<file path="config.mk">
export PLATFORM = sky130hd
export DESIGN_NAME = io_port_bank
export DESIGN_NICKNAME = d
export VERILOG_FILES = /design/src/rtl/io_port_bank.sv
export SDC_FILE = /design/constraint.sdc
export NUM_CORES = 1
export LEC_CHECK = 0
export CORE_MARGIN = 1.5
export CORE_UTILIZATION = 30
export DETAILED_ROUTE_END_ITERATION = 6
export DONT_BUFFER_PORTS = 1
export PLACE_DENSITY = 0.48
export SLEW_MARGIN = 20
export SYNTH_ARGS = -nofsm -noshare
export SYNTH_HDL_FRONTEND = slang
export SYNTH_SLANG_ARGS = --single-unit
</file>
<file path="constraint.sdc">
create_clock -name clk -period 5.1 [get_ports clk]
set_clock_uncertainty 0.15 [all_clocks]
set_input_delay 0.255 -clock clk [delete_from_list [all_inputs] [get_ports clk]]
set_output_delay 0.255 -clock clk [all_outputs]
set_load 0.1 [all_outputs]
</file>
<file path="src/rtl/io_port_bank.sv">
// Port-bus responder: eight R/W registers (R0 drives the LEDs), synchronised switches,
// a 4-entry receive FIFO and a reloading down-counter timer with a sticky flag.
module io_port_bank (
  input  logic        clk,
  input  logic        reset,
  input  logic [4:0]  dirport,
  input  logic [15:0] outport,
  input  logic        we,
  output logic [15:0] inport,
  output logic [15:0] leds,
  input  logic [15:0] sw,
  input  logic [15:0] rx_data,
  input  logic        rx_valid,
  output logic        rx_ready
);

  localparam logic [4:0] ADDR_SW     = 5'h10;
  localparam logic [4:0] ADDR_RXDATA = 5'h11;
  localparam logic [4:0] ADDR_STATUS = 5'h12;
  localparam logic [4:0] ADDR_TIMER  = 5'h13;
  localparam logic [4:0] ADDR_TFCLR  = 5'h14;

  logic [15:0] regs [8];
  logic [15:0] sw_meta;
  logic [15:0] sw_sync;

  logic [15:0] fifo_mem [4];
  logic [1:0]  wr_ptr;
  logic [1:0]  rd_ptr;
  logic [2:0]  count;
  logic        fifo_empty;
  logic        fifo_full;
  logic        push;
  logic        pop;

  logic [15:0] period;
  logic [15:0] counter;
  logic        flag;
  logic        timer_wr;
  logic        flag_clr;
  logic        reload;

  assign fifo_empty = (count == 3'd0);
  assign fifo_full  = (count == 3'd4);
  assign rx_ready   = !fifo_full;
  assign push       = rx_valid && rx_ready;
  assign pop        = we && (dirport == ADDR_RXDATA) && !fifo_empty;

  assign timer_wr = we && (dirport == ADDR_TIMER);
  assign flag_clr = we && (dirport == ADDR_TFCLR);
  assign reload   = (period != 16'd0) && (counter == 16'd0);

  assign leds = regs[0];

  always_ff @(posedge clk) begin
    if (reset) begin
      for (int i = 0; i < 8; i++) regs[i] <= '0;
      sw_meta <= '0;
      sw_sync <= '0;
    end else begin
      if (we && (dirport[4:3] == 2'b00)) regs[dirport[2:0]] <= outport;
      sw_meta <= sw;
      sw_sync <= sw_meta;
    end
  end

  // Storage needs no reset: an empty FIFO never exposes its contents.
  always_ff @(posedge clk) begin
    if (!reset && push) fifo_mem[wr_ptr] <= rx_data;
  end

  always_ff @(posedge clk) begin
    if (reset) begin
      wr_ptr <= '0;
      rd_ptr <= '0;
      count  <= '0;
    end else begin
      if (push) wr_ptr <= wr_ptr + 2'd1;
      if (pop)  rd_ptr <= rd_ptr + 2'd1;
      count <= count + {2'b00, push} - {2'b00, pop};
    end
  end

  // A CPU write to TIMER overrides a reload, but the reload still raises the flag.
  always_ff @(posedge clk) begin
    if (reset) begin
      period  <= '0;
      counter <= '0;
      flag    <= 1'b0;
    end else begin
      if (timer_wr) begin
        period  <= outport;
        counter <= outport;
      end else if (period != 16'd0) begin
        counter <= reload ? period : counter - 16'd1;
      end
      if (reload)        flag <= 1'b1;
      else if (flag_clr) flag <= 1'b0;
    end
  end

  always_comb begin
    inport = '0;
    if (dirport[4:3] == 2'b00) begin
      inport = regs[dirport[2:0]];
    end else begin
      case (dirport)
        ADDR_SW:     inport = sw_sync;
        ADDR_RXDATA: inport = fifo_empty ? 16'h0000 : fifo_mem[rd_ptr];
        ADDR_STATUS: inport = {10'b0, flag, count, fifo_full, fifo_empty};
        ADDR_TIMER:  inport = counter;
        default:     inport = '0;
      endcase
    end
  end

endmodule
</file>
---- Yosys cells after proc, flatten, opt, wreduce, memory -nomap -nowiden ----
Memory sizes are Yosys's and may differ from the RTL's. A register that Yosys moved wholly into a read port is not among the register bits.
Cells that the tools add are included.
storage, ports and cells
  word-level logic and storage cells ...... 59
  output and inout port bits .............. 33
  memories kept ........................... 2
  input port bits ......................... 57
  memory bits (writable) .................. 192
  bits in registers ....................... 72
cells by class
  reductions and logical operators ........ 18
  add/sub/neg operators ................... 5
  eq/ne operators ......................... 6
  muxes and demuxes ....................... 20
memory list
  memory    words  width  rd ports  clocked after memory_dff  write ports  line  text
  regs      8      16     2         0                         8            23    logic [15:0] regs [8];
  fifo_mem  4      16     1         1                         1            27    logic [15:0] fifo_mem [4];
operators with widths
  operator                                                              number
  16-bit 2-to-1 mux                                                     6
  16-bit case mux with 4 select lines                                   1
  5-bit equality test, second input constant                            5
  16-bit logical NOT                                                    1
  16-bit nonzero test                                                   1
  16-bit OR reduction                                                   1
  16-bit by 1-bit subtractor with 16-bit output, second input constant  1
  1-bit 2-to-1 mux                                                      10
  1-bit logical AND                                                     8
  2-bit by 1-bit adder with 2-bit output, second input constant         2
  2-bit 2-to-1 mux                                                      2
  2-bit nonzero test                                                    2
  3-bit by 1-bit adder with 3-bit output                                1
  3-bit equality test, second input constant                            1
  1-bit logical NOT                                                     3
  3-bit logical NOT                                                     1
  3-bit 2-to-1 mux                                                      1
  3-bit by 1-bit subtractor with 3-bit output                           1
  2-bit logical NOT                                                     1

---- Logic depth before layout (Yosys ltp) ----
Gate-level depths: netlist of the first run.
  depth in word-level cells ............... 7
  mapped depth ............................ 12
  gate-level depth less buffers ........... 10

---- Worst setup path before layout of the first run ----
No wires, ideal clock.
  path type ............................... input to output
  start point ............................. input dirport[0]
  end point ............................... output inport[10]
  required time ........................... 4.695 ns
  data arrival time ....................... 3.831 ns
  path buffers ............................ 2
  slack ................................... 0.864 ns
  stages on the path ...................... 6
  cell sequence ........................... buf_2 nand2b_1 clkbuf_1 nor3_1 nand2_1 a311oi_1
between the ends
  word-level cells in the longest chain between the ends .. 3
  elaborated cells between the ends (all ways) .. 7
  those cells by class .................... eq/ne: 4; mux: 2; memory: 1
RTL lines
  item                                 line  text
  from (decl)                          6     input logic [4:0] dirport,
  5-bit equality test                  107   case (dirport)
  16-bit case mux with 4 select lines  107
  16-bit 2-to-1 mux *                  104   if (dirport[4:3] == 2'b00) begin
  to (decl)                            9     output logic [15:0] inport,
Mark *: on every way between the ends. The rest lies on a longest branch, timed or not.

==> impl_metrics.csv, run 1 <==
group,metric,value,unit
cells_and_area,multi_input_area,0.00438,sq mm
synth,netlist_area,0.0117,sq mm
power,p_comb_share,13.6,%
place,place_worst_setup_slack,1.95,ns
global_routing,grt_pass1_vias,7692,
cells_and_area,finalInstanceArea,0.0140,sq mm
setup_path,reg2reg_to,"count[2]$_SDFF_PP0_",
clocking,cts_root_buf,"clkbuf_16",
global_routing,grt_start_max_net_pins,75,
timing,setup_violations,0,
drt,antenna_left,0,
clocking,clkLatencyLatePin,0.56,ns
die,die_h,201,um
die,die_area,0.0403,sq mm
place,dp_hpwl,22.5,mm
setup_path,cp-end-kind,"primary output",
place,portBuffers,0,
setup_path,r2r-start,"count[1]$_SDFF_PP0_",
timing,layout_setup_ws,1.49,ns
clocking,cts_tree,"done",
power,switching_power,1.45,mW
place,placed_cell_area,0.0125,sq mm
drt,drt-initial-drc-count,502,
setup_path,cpPeakStageDelay,0.98,ns
power,seq_power_share,48.2,%
power,switching_share,27.0,%
synth,synth.top_cells.by_area,"edfxtp_1, dfxtp_1, and2_1",
outcome,status,"finished, final reports clean",
timing,fin_crit_sh,70.7,%
synth,ys_types,65,
drt,wl,35.3,mm
run,drv_cap,0,
setup_path,critPathLaunchType,"register",
setup_path,crit_fanout,2,
setup_path,path_cells,"mux2i_1 > nor2_1 > a31oi_1 > o221ai_1 > o21a_1",
clocking,cts_resized,0,
global_routing,antenna_found_initial,5,
drt,dr.pass1.iters,5,
synth,syn-num-nets,988,
synth,synth-seq-cells,266,
global_routing,grt-ovfl-total,0,
setup_path,arrival,3.20,ns
power,p_int,3.91,mW
min_path,hp-class,"in2reg",
power,total_power,5.35,mW
timing,rsz0062_at_grt,"false",
die,die_w,201,um
synth,ys_warn_count,0,
power,p_clk_share,38.2,%
die,rows,72,
setup_path,slowest_stage,"edfxtp_1",
synth,synth_largest_area_cell,"edfxtp_1",
setup_path,critPathKind,"reg2out",
drt,drc,0,
setup_path,cp.required,4.70,ns
synth,syn-instance-count,923,
clocking,cts.path.max_buffers,3,
synth,seq_area_frac_synth,61.8,%
power,leakage,4.78,nW
synth,synth_flop_cell,"edfxtp_1",
drt,viasPerCell,5.11,
setup_path,r2r_setup_slack,2.20,ns
timing,fin_crit,3.61,ns
timing,tightest_slew,1.10,ns
timing,hold-worst-slack,0.0865,ns
cells_and_area,nFillCells,3820,
place,gp_congestion,0.840,
timing,fmax,277,MHz
timing,tns,0,ns
clocking,clock-sinks,266,
setup_path,critPathLaunch,"regs[0][15]$_SDFFCE_PN0P_",
power,ir_drop,0.000194,V
die,core,0.0386,sq mm
synth,synth-edff-count,192,
die,start_util,30.4,%
timing,maxSlewViolCount,0,
cells_and_area,ff_latch_area,0.00725,sq mm
cells_and_area,layout-drive-gt1-share,14.4,%
synth,async_flop_share,0,%
cells_and_area,synthToLayoutAreaGrowth,19.7,%
drt,routedWlPerCell,23.3,um
global_routing,grt_pass1_wl,52.3,mm
timing,relSlewSlack,26.6,%
drt,via_count,7752,
power,power.density,381,mW/mm^2
setup_path,crit_end,"inport[15]",
clocking,cts.clk_slew.worst_paths,0.06,ns
die,pin_count,90,
clocking,htreeDepth,1,
synth,synth_top_area_share,49.2,%
clocking,numCtsBuffers,30,
cells_and_area,fin_nets,1039,
synth,avgSynthCellArea,12.7,sq um
global_routing,grt.total_usage,17.5,%
timing,hold_viol,0,
setup_path,rr_worst_depth,10,
-- critical path, delay by kind of cell, from the launching register on --
kind            cells  cell delay [ns]
compound gates      3             1.22
flops               1             0.98
simple gates        1             0.25
mux                 1             0.19
-- cell families after synthesis --
family	synth area share (%)
xor+xnor	0.897
fa+ha+maj	0.918
mux	7.44
compound gates	8.92
simple gates	17.4
flops	61.8
buf+inv	2.58
-- power by group through the flow --
stage	clock network, mW	registers (mW)	logic (mW)
final	2.04	2.58	0.729
after global routing	2.19	2.59	0.783
after CTS	2.09	2.58	0.734
after detailed placement	0	2.63	0.654
after global placement	0	2.62	0.653
after floorplan	0	2.58	0.542
-- state kept, by name (all words and copies together), names as in the netlist, 2 cells and up, named ones only --
signal	count
regs	128
fifo_mem	64
counter	16
period	16
sw_meta	16
sw_sync	16
count	3
rd_ptr	2
wr_ptr	2
-- cell usage after synthesis, types with 7 or more instances --
cell,number
a211oi_1,13
a21oi_1,35
a221oi_1,7
a222oi_1,7
a22oi_1,13
a311oi_1,8
a31oi_1,9
and2_1,119
and3_1,24
buf_2,14
clkbuf_1,44
dfxtp_1,74
edfxtp_1,192
ha_1,7
inv_1,9
mux2_2,13
mux2i_1,14
mux4_2,26
nand2_1,72
nor2_1,38
nor2b_1,43
nor3_1,16
nor4_1,12
o21ai_0,11
or2_2,7
xnor2_1,8
-- worst min path at each step --
stage	cells after the start	startpoint	slack (ns)	to
detailed placement	1	reset	0.19	period[4]$_SDFFE_PP0P_
CTS	4	dirport[1]	0.06	period[13]$_SDFFE_PP0P_
global route	4	dirport[4]	0.10	period[11]$_SDFFE_PP0P_
global placement	1	reset	0.19	period[5]$_SDFFE_PP0P_
finish	4	dirport[4]	0.09	period[13]$_SDFFE_PP0P_
floorplan	0	rx_data[0]	0.20	fifo_mem[0][0]$_DFFE_PP_
-- metal layers --
metal | global-route usage, % | share of wire, % | vias up
met5 | 0 | 0 | -
met4 | 6.47 | 3.5 | 0
met3 | 3.17 | 5.4 | 72
met2 | 28.7 | 47 | 233
met1 | 23.1 | 44 | 3908
li1 | - | - | 3539
-- layout make-up --
| class | instances | area share [%] |
|---|---|---|
| Sequential cell | 266 | 51.6 |
| Antenna cell | 2 | 0.0357 |
| Multi-Input combinational cell | 583 | 31.2 |
| Clock buffer | 42 | 5.99 |
| Inverter | 9 | 0.241 |
| Timing Repair Buffer | 84 | 5.70 |
| Tap cell | 518 | 4.62 |
| Clock inverter | 12 | 0.579 |
-- through the flow --
step	utilization, %	instances
after global placement	32.4	1399
final	36.4	1516
after global routing	36.4	1516
after detailed placement	32.4	1399
after CTS	36.4	1514
after floorplan	-	923
-- layout by cell type, fill, tap and decap left out, types with 5 or more instances in the layout --
| cell | netlist | routed |
|---|---|---|
| a211oi_1 | 13 | 10 |
| a21oi_1 | 35 | 34 |
| a221oi_1 | 7 | 7 |
| a222oi_1 | 7 | 7 |
| a22o_1 | 6 | 6 |
| a22oi_1 | 13 | 13 |
| a311oi_4 | 0 | 6 |
| a31oi_1 | 9 | 5 |
| and2_1 | 119 | 119 |
| and3_1 | 24 | 24 |
| buf_4 | 0 | 23 |
| clkbuf_1 | 44 | 8 |
| clkbuf_16 | 0 | 31 |
| clkinv_1 | 0 | 6 |
| dfxtp_1 | 74 | 74 |
| dlygate4sd3_1 | 0 | 60 |
| edfxtp_1 | 192 | 192 |
| ha_1 | 7 | 7 |
| inv_1 | 9 | 9 |
| mux2_2 | 13 | 13 |
| mux2i_1 | 14 | 14 |
| mux4_2 | 26 | 26 |
| nand2_1 | 72 | 72 |
| nand2b_1 | 5 | 5 |
| nand3_1 | 6 | 6 |
| nor2_1 | 38 | 37 |
| nor2b_1 | 43 | 43 |
| nor3_1 | 16 | 13 |
| nor3_2 | 2 | 5 |
| nor4_1 | 12 | 11 |
| o211ai_1 | 6 | 6 |
| o21ai_0 | 11 | 10 |
| or2_2 | 7 | 7 |
| xnor2_1 | 8 | 8 |
-- repair_timing --
action,CTS,global route
hold buffers,61,0
endpoints found under the hold margin,266,0
endpoints found under the setup margin,0,0
buffers inserted,0,0
No activity file was read; power rests on OpenSTA's default activity.
==> inputs of run 2 (changes only) <==
- ABC_AREA: default -> 1
- clock period: 5.1 -> 3.5 ns (I/O delays scaled with it)
==> impl_metrics.csv, run 2 <==
group,metric,value,unit
drt,via_count,8984,
synth,synth-seq-cells,266,
cells_and_area,final_common_cell,"nor2_1",
timing,fin_crit_sh,83.3,%
clocking,cts_resized,0,
timing,rsz0062_at_grt,"false",
timing,fmax,343,MHz
cells_and_area,mostFrequentLayoutCells,"nor2_1, edfxtp_1, nand2_1, inv_1, dfxtp_1",
cells_and_area,fin_util,36.6,%
place,dp_hpwl,25.7,mm
clocking,cts.path.max_buffers,3,
synth,seq_area_frac_synth,62.6,%
synth,async_flop_share,0,%
setup_path,cp-end-kind,"primary output",
synth,syn-num-nets,1292,
cells_and_area,largest_reg_flops,128,
timing,maxSlewViolCount,0,
synth,avgSynthCellArea,9.43,sq um
timing,hold_viol,2,
clocking,cts_tree,"done",
timing,tightest_slew,0.872,ns
drt,drt-initial-drc-count,1003,
place,portBuffers,0,
cells_and_area,fin_nets,1378,
timing,relSlewSlack,41.8,%
outcome,violations,"negative hold slack",
setup_path,cp.required,3.17,ns
synth,syn-instance-count,1227,
timing,tns,0,ns
synth,netlist_area,0.0116,sq mm
power,p_int,5.76,mW
place,gp_congestion,0.888,
power,p_clk_share,39.6,%
place,place_worst_setup_slack,0.958,ns
power,leakage,5.39,nW
drt,routedWlPerCell,20.0,um
global_routing,grt_start_max_net_pins,64,
power,switching_power,2.27,mW
timing,hold-worst-slack,-0.00170,ns
clocking,htreeDepth,1,
synth,synth_top_area_share,49.8,%
power,switching_share,28.2,%
global_routing,grt_pass1_wl,54.0,mm
die,rows,71,
drt,antenna_left,0,
synth,ys_types,32,
die,die_area,0.0398,sq mm
cells_and_area,nFillCells,3852,
power,seq_power_share,45.6,%
synth,synth_flop_cell,"edfxtp_1",
global_routing,grt_pass1_vias,8550,
run,drv_cap,0,
die,start_util,30.6,%
clocking,cts_root_buf,"clkbuf_16",
global_routing,grt-ovfl-total,0,
cells_and_area,largest_register,"regs",
power,ir_drop,0.000309,V
min_path,hp-class,"in2reg",
global_routing,grt.total_usage,18.5,%
die,die_w,199,um
power,p_comb_share,14.8,%
timing,layout_setup_ws,0.586,ns
global_routing,antenna_found_initial,0,
setup_path,critPathKind,"reg2out",
drt,wl,37.0,mm
timing,fin_crit,2.91,ns
clocking,clkLatencyLatePin,0.54,ns
setup_path,crit_fanout,20,
clocking,clock-sinks,266,
drt,drc,0,
synth,ys_top_cells_by_count,"nor2_1, edfxtp_1, nand2_1",
synth,synth-edff-count,192,
setup_path,arrival,2.59,ns
cells_and_area,top_regs,"regs x128, fifo_mem x64",
cells_and_area,synthToLayoutAreaGrowth,19.7,%
synth,yosysMostFrequentCell,"nor2_1",
power,power.density,579,mW/mm^2
setup_path,critPathLaunchType,"register",
power,total_power,8.03,mW
cells_and_area,layout-drive-gt1-share,9.21,%
synth,synth_largest_area_cell,"edfxtp_1",
drt,dr.pass1.iters,5,
die,pin_count,90,
outcome,status,"complete, but fails checks",
die,core,0.0378,sq mm
synth,ys_warn_count,0,
synth,synth.top_cells.by_area,"edfxtp_1, dfxtp_1, nor2_1",
clocking,numCtsBuffers,29,
drt,viasPerCell,4.87,
timing,setup_violations,0,
cells_and_area,diodes,0,
clocking,cts.clk_slew.worst_paths,0.06,ns
die,die_h,199,um
[run 2: power by group through the flow]
stage | Combinational (mW) | Clock (mW) | Sequential (mW)
CTS | 1.18 | 3.23 | 3.66
finish | 1.19 | 3.18 | 3.66
global placement | 1.11 | 0 | 3.72
detailed placement | 1.11 | 0 | 3.72
global route | 1.29 | 3.34 | 3.67
floorplan | 0.733 | 0 | 3.76
[run 2: cells by family after synthesis]
logic type,Yosys count,synth area share (%)
simple gates,603,21.4
xor+xnor,9,0.681
flops,266,62.6
compound gates,167,7.89
fa+ha+maj,8,0.930
buf+inv,174,6.42
[run 2: what timing repair did]
action,in CTS,in global routing
buffers inserted,0,0
hold endpoints to repair,197,0
hold buffers,51,0
[run 2: path summary, 6_finish.rpt]
kind	from	end	slack (ns)	depth (start not counted)
setup / recovery	register	inport[0]	0.59	8
hold / removal	outport[11]	regs[0][11]$_SDFFCE_PN0P_	-0.002	2
setup reg to reg	counter[0]$_SDFFE_PP0P_	flag$_SDFFE_PP0P_	1.08	10
hold reg to reg	sw_meta[11]$_SDFF_PP0_	sw_sync[11]$_SDFF_PP0_	0.25	2
[run 2: worst max-delay path, cell delays in order (launching register included)]
cell and delay [ns]:
dfxtp_1 0.31, buf_4 0.17, inv_1 0.29, buf_4 0.30, o21ai_0 0.11, o22ai_1 0.22
a21oi_1 0.13, nand3_1 0.19, buf_4 0.32
[run 2: per-layer routing]
layer | vias up | GRT usage (%) | part of all wire [%]
li1 | 4242 | - | -
met5 | - | 0 | 0
met4 | 0 | 5.68 | 2.7
met2 | 345 | 28.9 | 45
met1 | 4343 | 26.5 | 44
met3 | 54 | 2.57 | 7.6
[run 2: per-stage QoR]
stage	instance area [sq um]	std cells
floorplan	11600	1227
global placement	12300	1742
detailed placement	12300	1742
CTS	13900	1846
global route	13900	1846
finish	13900	1846
[run 2: final cells by class]
| type | count | area, sq um | area share [%] |
|---|---|---|---|
| Clock buffer | 33 | 774 | 5.59 |
| Clock inverter | 20 | 214 | 1.54 |
| Inverter | 125 | 469 | 3.39 |
| Multi-Input combinational cell | 787 | 3580 | 25.9 |
| Sequential cell | 266 | 7250 | 52.3 |
| Tap cell | 511 | 639 | 4.62 |
| Timing Repair Buffer | 104 | 926 | 6.68 |
==> inputs of run 3 (changes only) <==
- clock period: 3.5 -> 3 ns (I/O delays scaled with it)
==> impl_metrics.csv, run 3 (synthesis results as in run 2) <==
group,metric,value,unit
outcome,status,"finished, final reports clean",
setup_path,crit_fanout,14,
timing,fin_crit_sh,94.5,%
cells_and_area,synthToLayoutAreaGrowth,23.1,%
power,total_power,9.23,mW
cells_and_area,nFillCells,3844,
cells_and_area,top_regs,"regs x128, fifo_mem x64",
setup_path,critPathLaunchType,"register",
drt,wl,35.3,mm
cells_and_area,largest_register,"regs",
cells_and_area,finalInstanceArea,0.0142,sq mm
clocking,cts.path.max_buffers,3,
power,power.density,648,mW/mm^2
place,gp_congestion,0.876,
timing,tightest_slew,0.745,ns
die,die_h,199,um
cells_and_area,mostFrequentLayoutCells,"nor2_1, edfxtp_1, nand2_1, inv_1, dfxtp_1",
run,drv_cap,0,
clocking,clock-sinks,266,
clocking,cts_setup_buffers,0,
global_routing,met3_usage,2.72,%
drt,antenna_left,0,
cells_and_area,diodes,0,
clocking,cts_root_buf,"clkbuf_16",
drt,routedWlPerCell,18.8,um
global_routing,grt_start_max_net_pins,64,
die,start_util,30.6,%
cells_and_area,largest_reg_flops,128,
timing,relSlewSlack,50.3,%
timing,tns,0,ns
drt,viasPerCell,4.79,
clocking,cts.clk_slew.worst_paths,0.06,ns
setup_path,path_cells,"inv_1 > nand2_1 > or2_2 > nand3_2 > inv_1 > a211oi_1 > nand2_1 > buf_12",
setup_path,cp.required,2.70,ns
die,pin_count,90,
setup_path,critPathKind,"reg2out",
timing,fmax,353,MHz
die,rows,71,
timing,fin_crit,2.84,ns
global_routing,grt-ovfl-total,0,
min_path,hp-class,"in2reg",
clocking,cts_tree,"done",
power,leakage,5.56,nW
global_routing,antenna_found_initial,0,
drt,dr.pass1.iters,5,
timing,hold_viol,0,
timing,setup_violations,0,
global_routing,grt_pass1_wl,53.2,mm
power,ir_drop,0.000396,V
clocking,numCtsBuffers,30,
cells_and_area,layout-drive-gt1-share,10.5,%
setup_path,cp-end-kind,"primary output",
drt,drt-initial-drc-count,742,
drt,via_count,9002,
cells_and_area,fin_nets,1409,
place,portBuffers,0,
clocking,clkLatencyLatePin,0.55,ns
place,placed_cell_area,0.0127,sq mm
setup_path,path_delay_family,"simple AND/OR/NAND/NOR gates",
place,dp_hpwl,25.0,mm
drt,drc,0,
global_routing,grt_use_met2,29.1,%
die,die_area,0.0398,sq mm
setup_path,critical_path_buf_inv_count,3,
global_routing,use_met1,25.2,%
timing,rsz0062_at_grt,"true",
global_routing,grt_pass1_vias,8644,
global_routing,grt.total_usage,17.9,%
die,core,0.0378,sq mm
setup_path,cpPeakStageDelay,0.40,ns
setup_path,slowest_stage,"a211oi_1",
clocking,htreeDepth,1,
setup_path,arrival,2.54,ns
cells_and_area,final_common_cell,"nor2_1",
die,die_w,199,um
global_routing,busiest_layer,"met2",
timing,maxSlewViolCount,0,
[run 3: where the power goes]
part           internal, mW  leakage (nW)  switching (mW)
sequential             4.15          2.40           0.111
combinational         0.427          2.68           0.997
clock                  2.09         0.475            1.46
total                  6.66          5.56            2.57
[run 3: worst paths after layout]
path	from	endpoint	slack, ns	cells past startpoint
max	count[1]$_SDFF_PP0_	inport[2]	0.16	8
min	dirport[4]	period[15]$_SDFFE_PP0P_	0.02	5
max reg2reg	period[1]$_SDFFE_PP0P_	counter[1]$_SDFFE_PP0P_	0.41	8
min reg2reg	sw_meta[2]$_SDFF_PP0_	sw_sync[2]$_SDFF_PP0_	0.25	2
[run 3: through the flow]
step                setup slack, ns  utilization (%)  hold slack, ns  cells
floorplan                     0.116                -          0.0989   1227
global placement              0.525             33.5          0.0923   1766
detailed placement            0.547             33.5          0.0970   1766
CTS                          0.0914             37.6         0.00734   1879
global route                -0.0130             37.6          0.0274   1879
finish                        0.165             37.6          0.0150   1879
[run 3: cell type report]
type	count	area [sq um]	share of cell area (%)
tap	511	639	4.49
multi-input combinational	787	3580	25.1
inverter	125	469	3.29
timing repair buffer	134	1340	9.42
sequential	266	7250	50.9
clock inverter	14	95.1	0.668
clock buffer	42	867	6.09
[run 3: per-layer routing]
layer | share of wire [%] | up-vias
met3 | 6.1 | 42
met1 | 45 | 4380
li1 | - | 4294
met5 | 0 | -
met2 | 47 | 286
met4 | 1.7 | 0
[run 3: timing repair]
action / in CTS / in global routing
endpoints found under the hold margin: 266 / 0
resized for setup: 0 / 1
setup endpoints to repair: 0 / 3
hold buffers: 57 / 0
[run 3: worst register-to-register path: cells and delay by family, from the launching register on]
kind                   cells  cell delay, ns
DFF                        1            0.32
and+or+nand+nor            4            0.77
buffers and inverters      2            1.01
AOI/OAI and AO/OA          2            0.28
